**src/rtl/fifo_wr_arbiter.sv**
```systemverilog
// fifo_wr_arbiter: shares the write port of one FWFT fifo among N
// valid/ready requesters with round-robin priority, and sequences
// single-cycle sync clears of that fifo.
// Optional feature macro ARB_BURST_EN: keeps the grant on one requester
// for up to BURST consecutive words while it stays valid.
module fifo_wr_arbiter #(
  parameter int N     = 4,
  parameter int WIDTH = 8,
  parameter int BURST = 4
) (
  input  logic               clk,
  input  logic               rstn,
  input  logic [N-1:0]       req_vld,
  input  logic [N*WIDTH-1:0] req_data,
  output logic [N-1:0]       req_rdy,
  input  logic               flush_req,
  output logic               flush_busy,
  input  logic               fifo_full,
  output logic [WIDTH-1:0]   fifo_din,
  output logic               fifo_w,
  output logic               fifo_clr
);

  localparam int PW = (N > 1) ? $clog2(N) : 1;

  typedef enum logic {
    IDLE  = 1'b0,
    FLUSH = 1'b1
  } state_t;

  state_t          state_q, state_d;
  logic [PW-1:0]   ptr_q, ptr_d;
  logic            grantFound;
  logic [PW-1:0]   grantIdx;

  // Reject nonsensical configurations at elaboration time.
  if (N < 1 || BURST < 1) begin : gBadParams
    $error("fifo_wr_arbiter: N and BURST must both be >= 1");
  end

  // Increment a requester index, wrapping at N-1 so N need not be a power of 2.
  function automatic logic [PW-1:0] wrapInc(input logic [PW-1:0] p);
    if (p == PW'(N - 1)) return '0;
    else                 return p + 1'b1;
  endfunction

  // Round-robin search: first valid requester starting at ptr and wrapping.
  always_comb begin
    logic [PW-1:0] idx;
    grantFound = 1'b0;
    grantIdx   = '0;
    idx        = ptr_q;
    for (int k = 0; k < N; k++) begin
      if (!grantFound && req_vld[idx]) begin
        grantFound = 1'b1;
        grantIdx   = idx;
      end
      idx = wrapInc(idx);
    end
  end

  // Flush FSM next state and write-port outputs; outputs are forced idle while in reset.
  always_comb begin
    state_d    = state_q;
    req_rdy    = '0;
    fifo_w     = 1'b0;
    fifo_clr   = 1'b0;
    flush_busy = 1'b0;
    fifo_din   = req_data[int'(grantIdx)*WIDTH +: WIDTH];
    case (state_q)
      IDLE: begin
        fifo_w = rstn & grantFound & ~fifo_full;
        if (fifo_w) req_rdy[grantIdx] = 1'b1;
        if (flush_req) state_d = FLUSH;
      end
      FLUSH: begin
        fifo_clr   = rstn;
        flush_busy = rstn;
        state_d    = IDLE;
      end
      default: state_d = IDLE;
    endcase
  end

`ifdef ARB_BURST_EN
  localparam int CW = $clog2(BURST + 1);

  logic [CW-1:0] cnt_q, cnt_d, cntNext;

  // Burst lock: ptr parks on the granted requester until BURST words or it goes idle.
  always_comb begin
    ptr_d   = ptr_q;
    cnt_d   = cnt_q;
    cntNext = (grantIdx == ptr_q) ? cnt_q + 1'b1 : CW'(1);
    if (state_q == FLUSH) begin
      if (cnt_q != '0) ptr_d = wrapInc(ptr_q);
      cnt_d = '0;
    end else if (fifo_w) begin
      if (cntNext >= CW'(BURST)) begin
        ptr_d = wrapInc(grantIdx);
        cnt_d = '0;
      end else begin
        ptr_d = grantIdx;
        cnt_d = cntNext;
      end
    end else if (cnt_q != '0 && !req_vld[ptr_q]) begin
      ptr_d = wrapInc(ptr_q);
      cnt_d = '0;
    end
  end

  // Burst counter register.
  always_ff @(posedge clk or negedge rstn) begin
    if (!rstn) cnt_q <= '0;
    else       cnt_q <= cnt_d;
  end
`else
  // Plain rotation: priority moves past the requester that just wrote.
  always_comb begin
    ptr_d = ptr_q;
    if (fifo_w) ptr_d = wrapInc(grantIdx);
  end
`endif

  // State and priority pointer registers.
  always_ff @(posedge clk or negedge rstn) begin
    if (!rstn) begin
      state_q <= IDLE;
      ptr_q   <= '0;
    end else begin
      state_q <= state_d;
      ptr_q   <= ptr_d;
    end
  end

endmodule

```
**config.mk**
```make
export PLATFORM = sky130hd
export DESIGN_NAME = fifo_wr_arbiter
export DESIGN_NICKNAME = d
export VERILOG_FILES = /design/src/rtl/fifo_wr_arbiter.sv
export SDC_FILE = /design/constraint.sdc
export NUM_CORES = 1
export LEC_CHECK = 0
export ABC_CLOCK_PERIOD_IN_PS = 5900
export CAP_MARGIN = 20
export CORE_MARGIN = 1
export CORE_UTILIZATION = 35
export CTS_CLUSTER_DIAMETER = 30
export DETAILED_ROUTE_END_ITERATION = 12
export DONT_BUFFER_PORTS = 1
export HOLD_SLACK_MARGIN = 0.1
export REMOVE_ABC_BUFFERS = 1
export SETUP_SLACK_MARGIN = 0.3
export SKIP_LAST_GASP = 1
export SLEW_MARGIN = 20
export SYNTH_ARGS = -nofsm -noshare
export SYNTH_HDL_FRONTEND = slang
export SYNTH_SLANG_ARGS = --single-unit
```
**constraint.sdc**
```tcl
create_clock -name clk -period 5.9 [get_ports clk]
set_input_delay 1.18 -clock clk [delete_from_list [all_inputs] [get_ports clk]]
set_output_delay 1.18 -clock clk [all_outputs]
set_load 0.05 [all_outputs]
```
# Yosys cells after proc, flatten, opt, wreduce, memory -nomap -nowiden
# Cells that the tools add are included.
# totals
regBits	3
in_bits	40
out_inout_bits	15
word_cells	56
# op_classes
add_sub_neg	4
magnitude_cmp	6
n_eq_ne	4
shifts	1
mux	28
bitwise_logic	4
n_reduce_logical	7
# op_table
op	count
variable part select 32 x 6 -> 8 bit	1
two-way mux 2 bit	8
less-than comparator 2 x 3 -> 1 bit (second input constant)	5
two-way mux 1 bit	12
adder 2 x 1 -> 2 bit (second input constant)	4
binary-select mux 1 bit (select 2 bit)	4
== test 2 bit (second input constant)	4
two-way mux 4 bit	2
logical AND 1 bit	4
logical NOT 1 bit	3
AND 1 bit	2
demux 1 bit (select 2 bit)	1
greater-or-equal comparator 2 x 1 -> 1 bit (second input constant)	1
inverter 1 bit	2
case mux 1 bit (2 select lines)	1

# Longest topological paths before layout
# depth
word_depth	18
depth_mapped	12
depth_no_buf	9

# Worst setup path after synthesis
# No wires, ideal clock.
# synth_path
path_kind	input to output
from	in req_vld[1]
to	out req_rdy[2]
arrival_ns	3.078
t_required_ns	4.720
slack_ns	1.642
path_stages	8
n_path_buf	2
cell_sequence	buf_6 > mux4_2 > and3_1 > a211o_2 > buf_2 > inv_1 > ha_1 > and2_1
# synth_via
elab_chain_len	18
elab_cells_between_ends	31
classes_between	order compare: 2; mux: 20; bitwise: 2; reduce/logical: 7
# synth_rtl
element	line_no	text
start, declared	13	input logic [N-1:0] req_vld,
binary-select mux 1 bit (select 2 bit)	54	if (!grantFound && req_vld[idx]) begin
two-way mux 1 bit (implied by the code)	54	
two-way mux 1 bit	54	
logical NOT 1 bit	54	
logical AND 1 bit	54	
two-way mux 1 bit	54	
logical NOT 1 bit	54	
logical AND 1 bit	54	
[2 not listed]	n/a	
logical AND 1 bit	54	
two-way mux 2 bit	54	
less-than comparator 2 x 3 -> 1 bit (implied by the code) or greater-or-equal comparator 2 x 1 -> 1 bit (tied branches)	73	if (fifo_w) req_rdy[grantIdx] = 1'b1;
logical AND 1 bit (implied by the code)	73	
two-way mux 1 bit (implied by the code)	73	
demux 1 bit (select 2 bit)	73	
two-way mux 4 bit *	73	
two-way mux 4 bit *	70	case (state_q)
end, declared	15	output logic [N-1:0] req_rdy,
# Every way passes the cells marked *; elsewhere a longest branch is shown, timed or not. The select of a mux whose other input is x is not followed.

# Worst setup path in the final report
# layout_path
from	reg ptr_q[0]
to	out fifo_din[7]
# layout_via
elab_chain_len	13
elab_cells_between_ends	31
classes_between	add/sub: 3; eq/ne: 3; shift: 1; mux: 18; reduce/logical: 6
# layout_rtl
element	line_no	text
start, declared	32	logic [PW-1:0] ptr_q, ptr_d;
start signal, assigned	132	ptr_q <= ptr_d;
branches (longest 11 deep; another with adder 2 x 1 -> 2 bit)	n/a	
two-way mux 2 bit *	54	
variable part select 32 x 6 -> 8 bit *	69	fifo_din = req_data[int'(grantIdx)*WIDTH +: WIDTH];
end, declared	19	output logic [WIDTH-1:0] fifo_din,
# Mark *: on every way between the ends. The select of a mux whose other input is x is not followed.

==> metrics.md <==
| Metric | Value |
|---|---|
| PortBufs | 0 |
| Yosys top cell area share | 26.4% |
| H-tree depth | 1 |
| CP Launch Type | flip-flop |
| Relative slew slack | a little over a third |
| Core region area | 2020 um2 |
| Routed WL | 1.82 mm |
| Hold Crit Start | state_q$_DFF_PN0_ |
| Largest net degree at the start of global routing | 16 |
| Worst Setup End Kind | primary output |
| Worst path slowest cell | mux4_2 |
| Antenna Violating Nets Remaining | 0 |
| Vias per cell | 6.08 |
| Sequential-to-total area share from yosys stat | under 10% |
| Top cells by count, synth | mux4_2, nand2_1, nor2_1 |
| Hold WC Path Type | reg2reg |
| R2R Setup Slk | ~2.6 ns |
| Clk_skew | 0.00137 ns |
| Fraction of layout cells with a size suffix above 1 | 22.5% |
| Tmin final | ~4.7 ns |
| Synthesized cell area | 768 um2 |
| # rows | 16 |
| Initial Util | 38.0% |
| Crit Reg-Reg Startpoint | ptr_q[0]$_DFFE_PN0P_ |
| Netlist cell types | 35 |
| Die extent in y | 48.9 um |
| Fin. max-slew vios | 0 |
| Fillcell total | 218 |
| Max Fclk | 212 MHz |
| Reg clk slew, reported paths | 0.04 ns |
| CTS root buf | clkbuf_4 |
| Routability cong. | 0.892 |
| Longest Clk Path Bufs | 2 |
| Met3 Usage GRT | 3.12% |
| Arrival @ worst endpoint | 3.55 ns |
| CTS tree | done |
| Post-CTS setup buffers | 0 |
| N_diodes | 0 |
| Status | finished, final reports clean |
| # hold bufs at CTS | 0 |
| Worst Setup Path Type | reg2out |
| Met2 Track Usage GR | 23.6% |
| Synth warn | 0 |
| Count of maximum capacitance violations | 0 |
| Vias | approximately 650 |
| CTS Buf Count | 3 |
| Worst path required time | ~4.7 ns |
| Die area | 2390 um2 |
| Total Routing Usage GR | between 10% and 20% |
| Crit-path max cell delay | 0.75 ns |
| Post-synth top flop | dfrtp_1 |
| Post-synth EDFFs | 0 |
| Area occupied by multi-input gates | roughly 610 um2 |
| Register area | between 70 and 80 um2 |
| Setup Viol. Count Final | 0 |
| Most frequent cell after synthesis | mux4_2 |
| Cell count after synthesis | 85 |
| RSZ-0062 raised after global routing | no |
| Final net count | 126 |
| Drt drc | 0 |
| Busiest grt layer | met2 |
| 1st-iter DRT viols | 4 |
| Worst-skew pair later-pin latency | 0.23 ns |
| HPWL after DPL | between 1 and 1.5 mm |
| Synth Register Bits | 3 |
| Syn Area/Cell | 9.04 um2 |
| Yosys top cell by area | mux4_2 |
| Final Cycle Share | 80.1% |
| Die W | between 40 and 50 um |
| CP startpoint | ptr_q[0]$_DFFE_PN0P_ |
| Main area contributors after synthesis | mux4_2, dfrtp_1, ha_1 |
| Critical path, cell by cell | ha_1 > mux2i_1 > nor2_1 > a21oi_1 > nor3b_1 > o32a_1 > mux4_2 |
| Post-synthesis to final-layout area growth | -0.977% |
| First-pass GRT wire length | 2.99 mm |
| Vias in the first global route | 625 |
| Initial antenna violation count | 0 |
| Met1 Track Usage GR | 22.8% |
| CTS sink cnt | 3 |
| Setup TNS | 0 ns |
| Critical Path Fanout Max | 15 |
| GR Overflow Total | 0 |
| CTS resizes | 0 |
| Drt pass-1 iters | 4 |
| Delay-heaviest family, CP | multiplexers |
| Top-level port count | 55 |
| Routed WL per cell | approximately 17 um |
| Final hold viol count | 0 |
| Worst-Margin Slew | 0.965 ns |
| Synth async-reset ratio | 100% |
| Bufs and invs on worst path | 0 |
==> cells by family (layout without fill, tap and decap cells) <==
| kind of cell | after synthesis | count (layout) | share of synthesized area [%] |
|---|---|---|---|
| flops | 3 | 3 | 9.77 |
| mux | 13 | 13 | 31.9 |
| xor+xnor | 1 | 1 | 1.14 |
| compound gates | 19 | 19 | 17.8 |
| fa+ha+maj | 5 | 5 | 8.14 |
| buf+inv | 14 | 9 | 11.2 |
| simple gates | 30 | 30 | 20.0 |
==> registers in the layout, summed over array words and instances (netlist names) <==
signal	count
state_q	1
ptr_q	2
==> area by class of cell <==
class,count,area share [%]
clock buffers,4,3.45
well taps,27,4.44
flip-flops and latches,3,9.87
multi-input cells,68,79.8
inverters,5,2.47
==> per-layer routing <==
metal / routed length [um] / vias to the layer above
li1: - / 304
met1: 815 / 327
met5: 0 / -
met4: 0 / 0
met3: 81 / 0
met2: 919 / 20
==> placed cells by master (no fill, tap or decap), types with 2 or more instances in the layout <==
cell type and count:
mux4_2 9, nand2_1 8, nor2_1 7, inv_1 5, and2_1 5, ha_1 5, a21oi_1 4, o21ai_0 4
clkbuf_4 3, dfrtp_1 3, or2_2 2, nor2b_1 2, mux2i_1 2, mux2_2 2
==> metrics by stage <==
stage	worst slack, ns	std cells	hold WS (ns)	utilization (%)	cell area (um2)
final	1.17	107	0.443	37.6	761
after global routing	0.838	107	0.451	37.6	761
after CTS	1.13	107	0.446	37.6	761
after detailed placement	1.36	103	0.444	36.3	734
after global placement	1.43	103	0.435	36.3	734
after floorplan	1.54	76	0.417	-	701
==> path summary, 6_finish.rpt <==
check	end	cells after the start
min in group asynchronous	state_q$_DFF_PN0_	0
min	state_q$_DFF_PN0_	1
max	fifo_din[7]	7
min reg2reg	state_q$_DFF_PN0_	1
max in group asynchronous	ptr_q[1]$_DFFE_PN0P_	0
max reg2reg	ptr_q[1]$_DFFE_PN0P_	8
==> worst register-to-register path, cell delays in order, from the launching register on <==
cell     delay, ns
dfrtp_1       0.53
ha_1          0.66
mux2i_1       0.29
nor2_1        0.06
a21oi_1       0.21
nor3b_1       0.23
o32a_1        0.58
ha_1          0.35
mux2_2        0.26
Power is not shown: default switching activity piles up to over one toggle a cycle in this logic, so the estimate is an artifact.
